==> src/rtl/controlador_ram.sv <==
// Initiator-side controller for a small word RAM port: sequences read, write and
// clear commands taken over a valid/ready request channel and returns read data.
module controlador_ram #(
   parameter int DATA_W = 8,
   parameter int ADDR_W = 1,
   parameter int RD_LAT = 1
) (
   input  logic              clk,
   input  logic              rst_n,
   input  logic              req_valido,
   output logic              req_pronto,
   input  logic              req_escrita,
   input  logic              req_limpar,
   input  logic [ADDR_W-1:0] req_endereco,
   input  logic [DATA_W-1:0] req_dados,
   output logic              resp_valido,
   input  logic              resp_pronto,
   output logic [DATA_W-1:0] resp_dados,
   output logic              ram_enable,
   output logic              ram_write_enable,
   output logic [ADDR_W-1:0] ram_addr,
   output logic [DATA_W-1:0] ram_dados_out,
   input  logic [DATA_W-1:0] ram_dados_in,
   output logic              ocupado
);

   localparam logic [2:0] OCIOSO   = 3'd0;
   localparam logic [2:0] ESCRITA  = 3'd1;
   localparam logic [2:0] LEITURA  = 3'd2;
   localparam logic [2:0] RESPOSTA = 3'd3;
   localparam logic [2:0] LIMPEZA  = 3'd4;

   localparam int                CNT_W     = $clog2(RD_LAT + 1);
   localparam logic [CNT_W-1:0]  CNT_LAST  = CNT_W'(RD_LAT - 1);
   localparam logic [ADDR_W-1:0] ADDR_LAST = '1;

   logic [2:0]       estado;
   logic [CNT_W-1:0] cnt_lat;
   logic             aceita;

   assign aceita = req_valido & req_pronto;

   // Every output is a register; the clear walk reuses ram_addr as its address counter.
   always_ff @(posedge clk or negedge rst_n) begin
      if (!rst_n) begin
         estado           <= OCIOSO;
         cnt_lat          <= '0;
         req_pronto       <= 1'b0;
         ocupado          <= 1'b0;
         resp_valido      <= 1'b0;
         resp_dados       <= '0;
         ram_enable       <= 1'b0;
         ram_write_enable <= 1'b0;
         ram_addr         <= '0;
         ram_dados_out    <= '0;
      end else begin
         case (estado)
            OCIOSO: begin
               if (aceita) begin
                  req_pronto <= 1'b0;
                  ocupado    <= 1'b1;
                  ram_enable <= 1'b1;
                  if (req_limpar) begin
                     estado           <= LIMPEZA;
                     ram_write_enable <= 1'b1;
                     ram_addr         <= '0;
                     ram_dados_out    <= req_dados;
                  end else if (req_escrita) begin
                     estado           <= ESCRITA;
                     ram_write_enable <= 1'b1;
                     ram_addr         <= req_endereco;
                     ram_dados_out    <= req_dados;
                  end else begin
                     estado           <= LEITURA;
                     ram_write_enable <= 1'b0;
                     ram_addr         <= req_endereco;
                     cnt_lat          <= '0;
                  end
               end else begin
                  req_pronto <= 1'b1;
                  ocupado    <= 1'b0;
               end
            end
            ESCRITA: begin
               estado           <= OCIOSO;
               ram_enable       <= 1'b0;
               ram_write_enable <= 1'b0;
               req_pronto       <= 1'b1;
               ocupado          <= 1'b0;
            end
            LEITURA: begin
               // RAM data is taken on the last of the RD_LAT enabled cycles.
               if (cnt_lat == CNT_LAST) begin
                  estado      <= RESPOSTA;
                  cnt_lat     <= '0;
                  ram_enable  <= 1'b0;
                  resp_dados  <= ram_dados_in;
                  resp_valido <= 1'b1;
               end else begin
                  cnt_lat <= cnt_lat + 1'b1;
               end
            end
            RESPOSTA: begin
               if (resp_pronto) begin
                  estado      <= OCIOSO;
                  resp_valido <= 1'b0;
                  req_pronto  <= 1'b1;
                  ocupado     <= 1'b0;
               end
            end
            LIMPEZA: begin
               if (ram_addr == ADDR_LAST) begin
                  estado           <= OCIOSO;
                  ram_addr         <= '0;
                  ram_enable       <= 1'b0;
                  ram_write_enable <= 1'b0;
                  req_pronto       <= 1'b1;
                  ocupado          <= 1'b0;
               end else begin
                  ram_addr <= ram_addr + 1'b1;
               end
            end
            default: begin
               estado           <= OCIOSO;
               ram_enable       <= 1'b0;
               ram_write_enable <= 1'b0;
               resp_valido      <= 1'b0;
               req_pronto       <= 1'b0;
               ocupado          <= 1'b0;
            end
         endcase
      end
   end

endmodule
==> config.mk <==
export PLATFORM = sky130hd
export DESIGN_NAME = controlador_ram
export DESIGN_NICKNAME = d
export VERILOG_FILES = /design/src/rtl/controlador_ram.sv
export SDC_FILE = /design/constraint.sdc
export NUM_CORES = 1
export LEC_CHECK = 0
export BUFFER_PORTS_ARGS = -buffer_cell sky130_fd_sc_hd__buf_2
export CORE_MARGIN = 2
export CORE_UTILIZATION = 53
export CTS_BUF_LIST = sky130_fd_sc_hd__clkbuf_8
export DETAILED_ROUTE_END_ITERATION = 16
export PLACE_DENSITY = 0.95
export SLEW_MARGIN = 20
export SYNTH_ARGS = -nofsm -noshare
export SYNTH_HDL_FRONTEND = slang
export SYNTH_SLANG_ARGS = --single-unit
==> constraint.sdc <==
create_clock -name clk -period 3.4 [get_ports clk]
set_clock_uncertainty 0.15 [all_clocks]
set_input_delay 0.51 -clock clk [delete_from_list [all_inputs] [get_ports clk]]
set_output_delay 0.51 -clock clk [all_outputs]
set_load 0.05 [all_outputs]
* Word level (Yosys, flattened, before mapping) *
Index checks and enable logic that the tools add are counted.

word-level totals
  flip-flop bits (word level) = 26
  bits in latches = 0
  memory bits (writable) = 0
  memory bits (read-only) = 0
  output and inout port bits = 22
  word-level logic and storage cells = 78
  memories kept = 0

operators by class
  add/subtract/negate cells = 2
  multipliers = 0
  div/mod/pow operators = 0
  order comparisons = 0
  eq/ne operators = 10
  shifts and indexed selects = 0
  mux-type cells = 35
  bitwise gates (word level) = 6
  reduce and logical (&&, ||, !) cells = 15

operator list
  kind                                                                   number
  1-bit 2-to-1 mux                                                       19
  8-bit 2-to-1 mux                                                       2
  3-bit 2-to-1 mux                                                       5
  2-bit != test, second input constant                                   6
  3-bit case mux with 4 select lines                                     1
  3-bit AND reduction                                                    4
  4-bit AND reduction                                                    3
  1-bit case mux with 4 select lines                                     2
  3-bit by 2-bit equality test with 1-bit output, second input constant  2
  1-bit case mux with 3 select lines                                     2
  2-bit nonzero test                                                     3
  1-bit NOT                                                              5
  1-bit case mux with 5 select lines                                     1
  1-bit case mux with 2 select lines                                     2
  2-bit AND reduction                                                    2
  3-bit by 1-bit equality test with 1-bit output, second input constant  1
  3-bit equality test, second input constant                             1
  3-bit logical NOT                                                      1
  3-bit OR reduction                                                     1
  1-bit adder, second input constant                                     2
  2-bit 2-to-1 mux                                                       1
  2-bit OR reduction                                                     1
  1-bit AND                                                              1

* Longest topological paths before layout *
Gate-level depths: netlist of the first run.

  word-level depth = 4
  gate-level depth with buffers = 5
  mapped depth without buffers = 3

* Least setup slack after synthesis of the first run *
No wires, ideal clock.

  path type = register to register
  start = register req_pronto
  end = register ram_dados_out[0]
  setup time = 125 ps
  arrival time = 1764 ps
  required time = 3125 ps
  path slack = 1361 ps
  stages on the path, launching flop included = 4
  path buffers = 0
  period minus slack after synthesis = 2039 ps
  path through = dfrtp_1 > nand2_1 > nor4_4 > mux2_2

between the ends
  word-level cells in the longest chain between the ends = 2

ends and longest elaborated chain
  element                        RTL line  RTL
  start: declaration             11        output logic req_pronto,
  start signal: assignment       48        req_pronto <= 1'b0;
  start signal: assignment       60        req_pronto <= 1'b0;
  start signal: assignment       80        req_pronto <= 1'b1;
  1-bit AND                      41        assign aceita = req_valido & req_pronto;
  3-bit AND reduction (no line)  -
  end signal: assignment         67        ram_dados_out <= req_dados;
  end signal: assignment         72        ram_dados_out <= req_dados;
  end: declaration               22        output logic [DATA_W-1:0] ram_dados_out,

No other way between the ends.
A chain may end at the register's enable or synchronous reset.

* Worst setup path in the final report of the first run *
  start = register estado[0]
  end = register ram_dados_out[0]

between the ends
  word-level cells in the longest chain between the ends = 2

ends and longest elaborated chain
  element                        RTL line  RTL
  start: declaration             37        logic [2:0] estado;
  start signal: assignment       46        estado <= OCIOSO;
  start signal: assignment       64        estado <= LIMPEZA;
  start signal: assignment       69        estado <= ESCRITA;
  3-bit logical NOT              57        case (estado)
  3-bit AND reduction (no line)  -

No other way between the ends.

==> run_results.csv, run 1 <==
group,metric,value,unit
final_layout,drive_gt1_share,50.76,%
detailed_routing,drc_errors,0,
critical_path,cp.required,3400,ps
placement,gp_congestion,0.8666,
cts,postCtsSetupBuffers,0,
global_route,grt_first_pass_wirelength,3781,µm
detailed_routing,vias_per_cell,5.535,
critical_path,max_stage_delay,540,ps
cts,ctsHoldBuffers,0,
cts,root_buffer,"clkbuf_8",
cts,cts_buffers,3,
global_route,global_route.usage.total,20.27,%
floorplanning,core_area,1962,µm²
logic_synthesis,synth_nets,110,
logic_synthesis,synth_compound_area_share,10.70,%
final_layout,area_delta_synth_final,25.11,%
logic_synthesis,synthMuxAreaShare,16.22,%
logic_synthesis,syn-instance-count,87,
logic_synthesis,synth-adder-area-share,0,%
critical_path,crit_type,"reg2reg",
final_layout,fillers,159,
placement,io_buffer_count,44,
floorplanning,die_w,49.79,µm
final_layout,nets,156,
placement,dpl_cell_area,1345,µm²
placement,dp_slack,1368,ps
timing,slew_headroom,46.97,%
critical_path,path_cells,"or2_4 > nor4_4 > mux2_2",
critical_path,r2r_start,"estado[0]$_DFFE_PN0P_",
floorplanning,die_h,49.79,µm
critical_path,endpoint_kind,"register",
critical_path,worst_path_max_delay_cell,"nor4_4",
global_route,grt_max_degree,26,
detailed_routing,drt-total-wl,2227,µm
status,status,"completed",
detailed_routing,wl_per_cell,14.01,µm
critical_path,start_kind,"register",
final_layout,antenna_cells,0,
logic_synthesis,ys_types,32,
floorplanning,rows,16,
critical_path,ff2ff_setup_slack,1370,ps
timing,tightest_slew,784.4,ps
global_route,first_global_vias,887,
logic_synthesis,syn_avg_cell_area,12.77,µm²
detailed_routing,wl_met2,1135,µm
logic_synthesis,synth_top_family_by_area,"multiplexers",
critical_path,critPathMaxFanout,9,
detailed_routing,drt-pass1-iter-count,4,
placement,dp_hpwl,1765,µm
cts,clkTransAtPathRegs,80,ps
cts,cts_tree,"yes",
timing,fmax,0.4927,GHz
detailed_routing,antenna_left,0,
cts,clock_latency,260,ps
critical_path,critical_path.endpoint,"ram_dados_out[0]$_DFFE_PN0P_",
min_path,min_path_type,"in2async",
logic_synthesis,syn_area,1111,µm²
detailed_routing,drt-initial-drc-count,22,
timing,post-route-period-util,59.69,%
timing,slew_violations,0,
detailed_routing,wl_met1,866,µm
floorplanning,ios,45,
detailed_routing,top_layer,"met4",
global_route,grt-ovfl-total,0,
final_layout,stdcell_area,1390,µm²
critical_path,reg2reg_depth,3,
floorplanning,initial_core_util,56.63,%
final_layout,reg_top3,"ram_dados_out (8), resp_dados (8), estado (3)",
cts,cts_resized,0,
final_layout,final_common_cell,"buf_2",
cts,cts.sinks,25,
floorplanning,dieArea,2479,µm²
logic_synthesis,ys.warnings.count,0,
logic_synthesis,synth-xor-area-share,0,%
critical_path,cp.arrival,2030,ps
cts,htreeDepth,1,
cts,clockBufferDepth,2,
timing,fin_ws,1370,ps
timing,finalHoldViolations,0,
logic_synthesis,ys_ff_latch,25,
timing,grt_setup_unrepaired,"no",
detailed_routing,dr_wl_met3,189,µm
critical_path,critPathLaunch,"estado[0]$_DFFE_PN0P_",
critical_path,worst_r2r_endpoint,"ram_dados_out[0]$_DFFE_PN0P_",
global_route,grt_antenna_before_repair,0,
timing,setup_tns,0,ps
logic_synthesis,synthSimpleGateAreaFrac,13.63,%
detailed_routing,vias,880,
job,cap_viol_max_count,0,
final_layout,final_cell_mix,"buf_2 (44), dfrtp_1 (25), mux2_2 (16)",
timing,setup_violations,0,
logic_synthesis,yosysSeqAreaShare,56.31,%
timing,min_period,2030,ps
metrics by stage:
stage	hold WS [ps]	std cells	util, %
after floorplan	64.41	87	-
after global placement	319.0	155	68.56
after detailed placement	340.1	155	68.56
after CTS	83.40	159	70.85
after global routing	106.0	159	70.85
final	68.23	159	70.85
kinds of logic after synthesis:
family / count (synthesis)
AOI/OAI and AO/OA: 17
buffers and inverters: 6
DFF: 25
muxes: 16
and+or+nand+nor: 23
critical path: cells and delay by family (launching register included):
family           cells  cell delay (ps)
DFF                  1              490
muxes                1              410
and+or+nand+nor      2              860
metal layers:
metal | vias up | GRT usage (%)
li1 | 405 | -
met1 | 421 | 23.63
met2 | 49 | 36.00
met3 | 5 | 4.242
met4 | 0 | 8.333
met5 | - | 0
area by class of cell:
type / instances / area, µm² / area share, %
timing repair buffer: 45 / 227.7 / 16.38
sequential: 25 / 625.6 / 45.00
clock inverter: 1 / 3.754 / 0.2700
tap: 27 / 33.78 / 2.430
multi-input combinational: 56 / 450.4 / 32.40
clock buffer: 3 / 41.29 / 2.970
inverter: 2 / 7.507 / 0.5401
cell usage after synthesis, drive strengths merged:
cell | number | area share [%]
o22ai | 1 | 0.56
a31oi | 1 | 0.56
nand3 | 1 | 0.45
a211o | 1 | 0.79
or4 | 1 | 0.68
o211ai | 1 | 0.68
clkbuf | 1 | 0.34
nand2b | 2 | 1.1
a32o | 1 | 0.90
a21oi | 4 | 1.8
a211oi | 1 | 0.68
o21ai | 2 | 0.90
nand2 | 4 | 1.4
and3b | 1 | 0.79
a32oi | 1 | 0.79
nor3b | 2 | 1.4
or2 | 1 | 0.79
mux2 | 16 | 16
nor4 | 1 | 1.9
a22oi | 1 | 0.68
nor2b | 3 | 1.7
a311o | 1 | 0.90
a21o | 1 | 0.79
buf | 3 | 2.1
dfrtp | 25 | 56
nand3b | 2 | 1.4
nor2 | 4 | 1.4
nor4b | 1 | 0.79
o31ai | 1 | 0.68
inv | 2 | 0.68
how the worst min path moves through the flow:
stage | start | endpoint | slack, ps | cells after the start
detailed placement | ocupado$_DFFE_PN0P_ | ocupado$_DFFE_PN0P_ | 340 | 2
CTS | rst_n | resp_dados[6]$_DFFE_PN0P_ | 80 | 1
global placement | ram_write_enable$_DFFE_PN0P_ | ram_write_enable$_DFFE_PN0P_ | 320 | 1
finish | rst_n | estado[0]$_DFFE_PN0P_ | 70 | 1
floorplan | rst_n | estado[0]$_DFFE_PN0P_ | 60 | 0
global route | rst_n | resp_dados[6]$_DFFE_PN0P_ | 110 | 1
Power of run 1 is left out: the tool's default activity adds up to more than one toggle a clock period on the data nets, which glitch-free logic cannot reach.
==> inputs of run 2 (changes only) <==
--- a/config.mk
+++ b/config.mk
@@ -7,10 +7,10 @@
 export LEC_CHECK = 0
 export BUFFER_PORTS_ARGS = -buffer_cell sky130_fd_sc_hd__buf_2
 export CORE_MARGIN = 2
-export CORE_UTILIZATION = 53
+export CORE_UTILIZATION = 44
 export CTS_BUF_LIST = sky130_fd_sc_hd__clkbuf_8
 export DETAILED_ROUTE_END_ITERATION = 16
-export PLACE_DENSITY = 0.95
+export PLACE_DENSITY = 0.89
 export SLEW_MARGIN = 20
 export SYNTH_ARGS = -nofsm -noshare
 export SYNTH_HDL_FRONTEND = slang
==> constraint.sdc (replaced) <==
create_clock -name clk -period 1.7 [get_ports clk]
set_clock_uncertainty 0.15 [all_clocks]
set_input_delay 0.255 -clock clk [delete_from_list [all_inputs] [get_ports clk]]
set_output_delay 0.255 -clock clk [all_outputs]
set_load 0.05 [all_outputs]
==> run 2 against run 1 <==
Wire length rose by 9.9%. Flip-flop and latch count unchanged. Clock-buffer cell count did not move. Cell count up 8.2%. Sequential share of layout area shrank 2.9 points. Critical path depth up 1. Setup slack got worse by 1300 ps. Global-route usage down 3.2 points. Via count increased by 6.9%. Die area rose by 19%. Critical endpoint is now ram_dados_out[4]$_DFFE_PN0P_. Largest cell class unchanged.
==> run_results.csv, run 2 (same netlist as run 1, synthesis figures left out) <==
group,metric,value,unit
timing,slew_headroom,64.16,%
cts,clkTransAtPathRegs,80,ps
final_layout,ff_latch_area,628.1,µm²
floorplanning,dieArea,2943,µm²
detailed_routing,drt-pass1-iter-count,4,
cts,cts_buffers,3,
global_route,grt_max_degree,26,
detailed_routing,vias,941,
final_layout,reg_top3,"ram_dados_out (8), resp_dados (8), estado (3)",
critical_path,start_kind,"register",
timing,setup_tns,0,ps
floorplanning,core_area,2432,µm²
cts,htreeDepth,1,
detailed_routing,drt-total-wl,2447,µm
cts,cts.sinks,25,
status,status,"completed",
global_route,global_route.usage.total,17.10,%
timing,grt_setup_unrepaired,"yes",
final_layout,fillers,199,
critical_path,path_cells,"or2_4 > nor4_4 > buf_4 > mux2_2",
floorplanning,initial_core_util,45.68,%
final_layout,drive_gt1_share,57.04,%
job,cap_viol_max_count,0,
detailed_routing,wl_per_cell,14.23,µm
final_layout,area_delta_synth_final,34.23,%
timing,fmax,0.6047,GHz
detailed_routing,drt-initial-drc-count,19,
cts,root_buffer,"clkbuf_8",
critical_path,crit_type,"reg2reg",
min_path,hold_path_depth,2,
placement,gp_congestion,0.8619,
detailed_routing,drc_errors,0,
global_route,grt_first_pass_wirelength,3560,µm
final_layout,final_cell_mix,"buf_2 (44), dfrtp_1 (23), mux2_2 (16)",
critical_path,reg2reg_depth,4,
placement,dp_hpwl,1863,µm
critical_path,cp.arrival,1660,ps
final_layout,antenna_cells,0,
detailed_routing,antenna_left,0,
global_route,grt-ovfl-total,0,
global_route,grt_antenna_before_repair,0,
final_layout,final_util,61.32,%
critical_path,cp.required,1700,ps
critical_path,critPathMaxFanout,4,
final_layout,stdcell_area,1491,µm²
timing,finalHoldViolations,0,
timing,fin_ws,46.27,ps
timing,min_period,1654,ps
critical_path,max_stage_delay,420,ps
floorplanning,die_w,54.25,µm
timing,tightest_slew,537.6,ps
critical_path,worst_path_max_delay_cell,"dfrtp_1",
placement,io_buffer_count,44,
floorplanning,die_h,54.25,µm
cts,clock_latency,260,ps
cts,clockBufferDepth,2,
min_path,min_path_type,"in2reg",
placement,dpl_cell_area,1403,µm²
cts,cts_tree,"yes",
global_route,first_global_vias,860,
placement,dp_slack,36.41,ps
detailed_routing,vias_per_cell,5.471,
timing,setup_violations,0,
timing,slew_violations,0,
final_layout,nets,166,
floorplanning,rows,18,
floorplanning,ios,45,
timing,post-route-period-util,97.28,%
final_layout,final_common_cell,"buf_2",
critical_path,endpoint_kind,"register",
final_layout,multiInputGateArea,462.9,µm²
run 2: layout make-up:
cell class              count  share of cell area (%)
multi-input cells          56                   31.04
clock buffers               3                   2.768
repair buffers             55                   20.72
flip-flops and latches     25                   42.11
well taps                  30                   2.517
clock inverters             1                  0.3356
inverters                   2                  0.5034
run 2: through the flow:
stage	instances	hold slack [ps]
final	172	73.68
after global routing	172	60.77
after CTS	169	69.64
after detailed placement	164	121.8
after global placement	164	113.9
after floorplan	87	-190.6
run 2: worst max-delay path, delay by kind of cell, from the launching register on:
family                 cells  cell delay (ps)
AND/OR/NAND/NOR            2              470
flip-flops                 1              420
multiplexers               1              330
buffers and inverters      1              190
run 2: final timing paths:
path / startpoint / endpoint / slack [ps]
max: estado[0]$_DFFE_PN0P_ / ram_dados_out[4]$_DFFE_PN0P_ / 50
min: req_dados[6] / ram_dados_out[6]$_DFFE_PN0P_ / 70
max reg2reg: estado[0]$_DFFE_PN0P_ / ram_dados_out[4]$_DFFE_PN0P_ / 50
min reg2reg: ram_write_enable$_DFFE_PN0P_ / ram_write_enable$_DFFE_PN0P_ / 340
max in group asynchronous: rst_n / req_pronto$_DFFE_PN0P_ / 650
min in group asynchronous: rst_n / estado[1]$_DFFE_PN0P_ / 360
run 2: timing repair:
item | in CTS | in global routing
buffers inserted | 0 | 2
endpoints found under the hold margin | 25 | 0
endpoints found under the setup margin | 0 | 13
resized for setup | 0 | 4
hold buffers | 1 | 0
run 2: routing by layer:
metal	part of all wire [%]	wire length, µm	vias up	track usage [%]
met1	38	941	471	19.75
li1	-	-	425	-
met3	6.3	154	2	3.279
met2	54	1329	43	31.12
met4	0.86	21	0	6.250
met5	0	0	-	0
Power of run 2 is left out for the same reason.
==> inputs of run 3 (changes only) <==
--- a/config.mk
+++ b/config.mk
@@ -7,10 +7,10 @@
 export LEC_CHECK = 0
 export BUFFER_PORTS_ARGS = -buffer_cell sky130_fd_sc_hd__buf_2
 export CORE_MARGIN = 2
-export CORE_UTILIZATION = 44
+export CORE_UTILIZATION = 53
 export CTS_BUF_LIST = sky130_fd_sc_hd__clkbuf_8
 export DETAILED_ROUTE_END_ITERATION = 16
-export PLACE_DENSITY = 0.89
+export PLACE_DENSITY = 0.95
 export SLEW_MARGIN = 20
 export SYNTH_ARGS = -nofsm -noshare
 export SYNTH_HDL_FRONTEND = slang
==> constraint.sdc (replaced) <==
create_clock -name clk -period 2 [get_ports clk]
set_clock_uncertainty 0.15 [all_clocks]
set_input_delay 0.3 -clock clk [delete_from_list [all_inputs] [get_ports clk]]
set_output_delay 0.3 -clock clk [all_outputs]
set_load 0.05 [all_outputs]
==> run 3 against run 2 <==
Fmax is 9.8% lower. Via count is 3.7% lower. Flip-flop and latch count stayed put. Highest routed layer unchanged.
==> run_results.csv, run 3 (same netlist as run 1, synthesis figures left out) <==
group,metric,value,unit
final_layout,stdcell_area,1416,µm²
cts,postCtsSetupBuffers,0,
cts,cts_buffers,3,
detailed_routing,vias,906,
final_layout,area_delta_synth_final,27.48,%
critical_path,worst_path_dominant_cell_family,"simple AND/OR/NAND/NOR gates",
detailed_routing,drt-pass1-iter-count,4,
critical_path,crit_type,"reg2reg",
global_route,grt-ovfl-total,0,
cts,cts.sinks,25,
detailed_routing,vias_per_cell,5.593,
job,cap_viol_max_count,0,
cts,clock_latency,260,ps
critical_path,critPathLaunch,"estado[1]$_DFFE_PN0P_",
timing,finalHoldViolations,0,
critical_path,worst_path_max_delay_cell,"dfrtp_1",
floorplanning,die_w,49.79,µm
floorplanning,die_h,49.79,µm
placement,dpl_cell_area,1361,µm²
cts,cts_resized,0,
critical_path,critPathMaxFanout,10,
timing,post-route-period-util,91.70,%
timing,slew_headroom,53.10,%
timing,setup_violations,0,
placement,gp_congestion,0.8738,
critical_path,path_buf_inv,1,
min_path,min_path_type,"in2reg",
detailed_routing,drt-total-wl,2425,µm
critical_path,critical_path.endpoint,"ram_dados_out[5]$_DFFE_PN0P_",
detailed_routing,wl_per_cell,14.97,µm
final_layout,fillers,150,
timing,fmax,0.5452,GHz
critical_path,cp.arrival,1830,ps
final_layout,nets,159,
timing,min_period,1834,ps
critical_path,path_cells,"or2_4 > nor4_4 > buf_4 > mux2_2",
critical_path,r2r_start,"estado[1]$_DFFE_PN0P_",
global_route,grt_max_degree,26,
critical_path,start_kind,"register",
detailed_routing,drt-initial-drc-count,26,
timing,tightest_slew,693.8,ps
status,status,"completed",
cts,htreeDepth,1,
final_layout,antenna_cells,0,
global_route,grt_first_pass_wirelength,4029,µm
floorplanning,rows,16,
critical_path,cp_num_cells,4,
floorplanning,dieArea,2479,µm²
critical_path,max_stage_delay,470,ps
critical_path,ff2ff_setup_slack,170,ps
placement,dp_hpwl,1910,µm
cts,ctsHoldBuffers,1,
final_layout,reg_top3,"ram_dados_out (8), resp_dados (8), estado (3)",
floorplanning,core_area,1962,µm²
cts,clockBufferDepth,2,
timing,grt_setup_unrepaired,"no",
final_layout,final_common_cell,"buf_2",
detailed_routing,drc_errors,0,
final_layout,drive_gt1_share,51.85,%
global_route,global_route.usage.total,21.78,%
placement,io_buffer_count,44,
cts,root_buffer,"clkbuf_8",
critical_path,endpoint_kind,"register",
floorplanning,initial_core_util,56.63,%
critical_path,cp.required,1990,ps
timing,slew_violations,0,
timing,setup_tns,0,ps
floorplanning,ios,45,
detailed_routing,antenna_left,0,
critical_path,reg2reg_depth,4,
cts,cts_tree,"yes",
global_route,first_global_vias,906,
critical_path,worst_r2r_endpoint,"ram_dados_out[5]$_DFFE_PN0P_",
cts,clkTransAtPathRegs,80,ps
final_layout,final_cell_mix,"buf_2 (44), dfrtp_1 (24), mux2_2 (16)",
global_route,grt_antenna_before_repair,0,
==> run 3: cell count changes in the layout (fill, tap and decap cells not counted), sizes merged <==
| cell | change |
|---|---|
| buf | -7 |
| clkinv | -1 |
| inv | +1 |
==> run 3: metrics by stage <==
| stage | std cells | util (%) | hold WS (ps) | setup WS (ps) |
|---|---|---|---|---|
| 2_1_floorplan | 87 | - | -145.6 | 133.6 |
| 3_3_place_gp | 157 | 69.39 | 155.3 | 241.3 |
| 3_5_place_dp | 157 | 69.39 | 163.8 | 176.8 |
| 4_1_cts | 162 | 72.19 | 115.4 | 162.4 |
| 5_1_grt | 162 | 72.19 | 119.6 | 70.69 |
| 6_report | 162 | 72.19 | 121.1 | 166.0 |
==> run 3: how the worst min path moves through the flow <==
stage | start | endpoint | slack [ps] | depth (start not counted)
5_1_grt | ram_dados_in[3] | resp_dados[3]$_DFFE_PN0P_ | 120 | 2
2_1_floorplan | rst_n | estado[0]$_DFFE_PN0P_ | -150 | 0
3_5_place_dp | rst_n | ocupado$_DFFE_PN0P_ | 160 | 1
4_1_cts | req_dados[2] | ram_dados_out[2]$_DFFE_PN0P_ | 120 | 2
3_3_place_gp | rst_n | ocupado$_DFFE_PN0P_ | 160 | 1
6_report | ram_dados_in[1] | resp_dados[1]$_DFFE_PN0P_ | 120 | 2
==> run 3: per-layer routing <==
| metal | wire, µm | vias up | share of wire [%] | GRT usage (%) |
|---|---|---|---|---|
| met5 | 0 | - | 0 | 0 |
| met4 | 40 | 0 | 1.6 | 9.722 |
| met3 | 149 | 4 | 6.1 | 3.333 |
| met2 | 1329 | 48 | 55 | 40.22 |
| met1 | 906 | 437 | 37 | 24.44 |
| li1 | - | 417 | - | - |
==> run 3: area by class of cell <==
class / instances / area (µm²) / area share, %
clock buffers: 3 / 41.29 / 2.915
inverters: 2 / 7.507 / 0.5300
multi-input cells: 56 / 450.4 / 31.80
repair buffers: 48 / 252.7 / 17.84
flip-flops and latches: 25 / 626.9 / 44.26
well taps: 27 / 33.78 / 2.385
clock inverters: 1 / 3.754 / 0.2650
Power of run 3 is left out for the same reason.
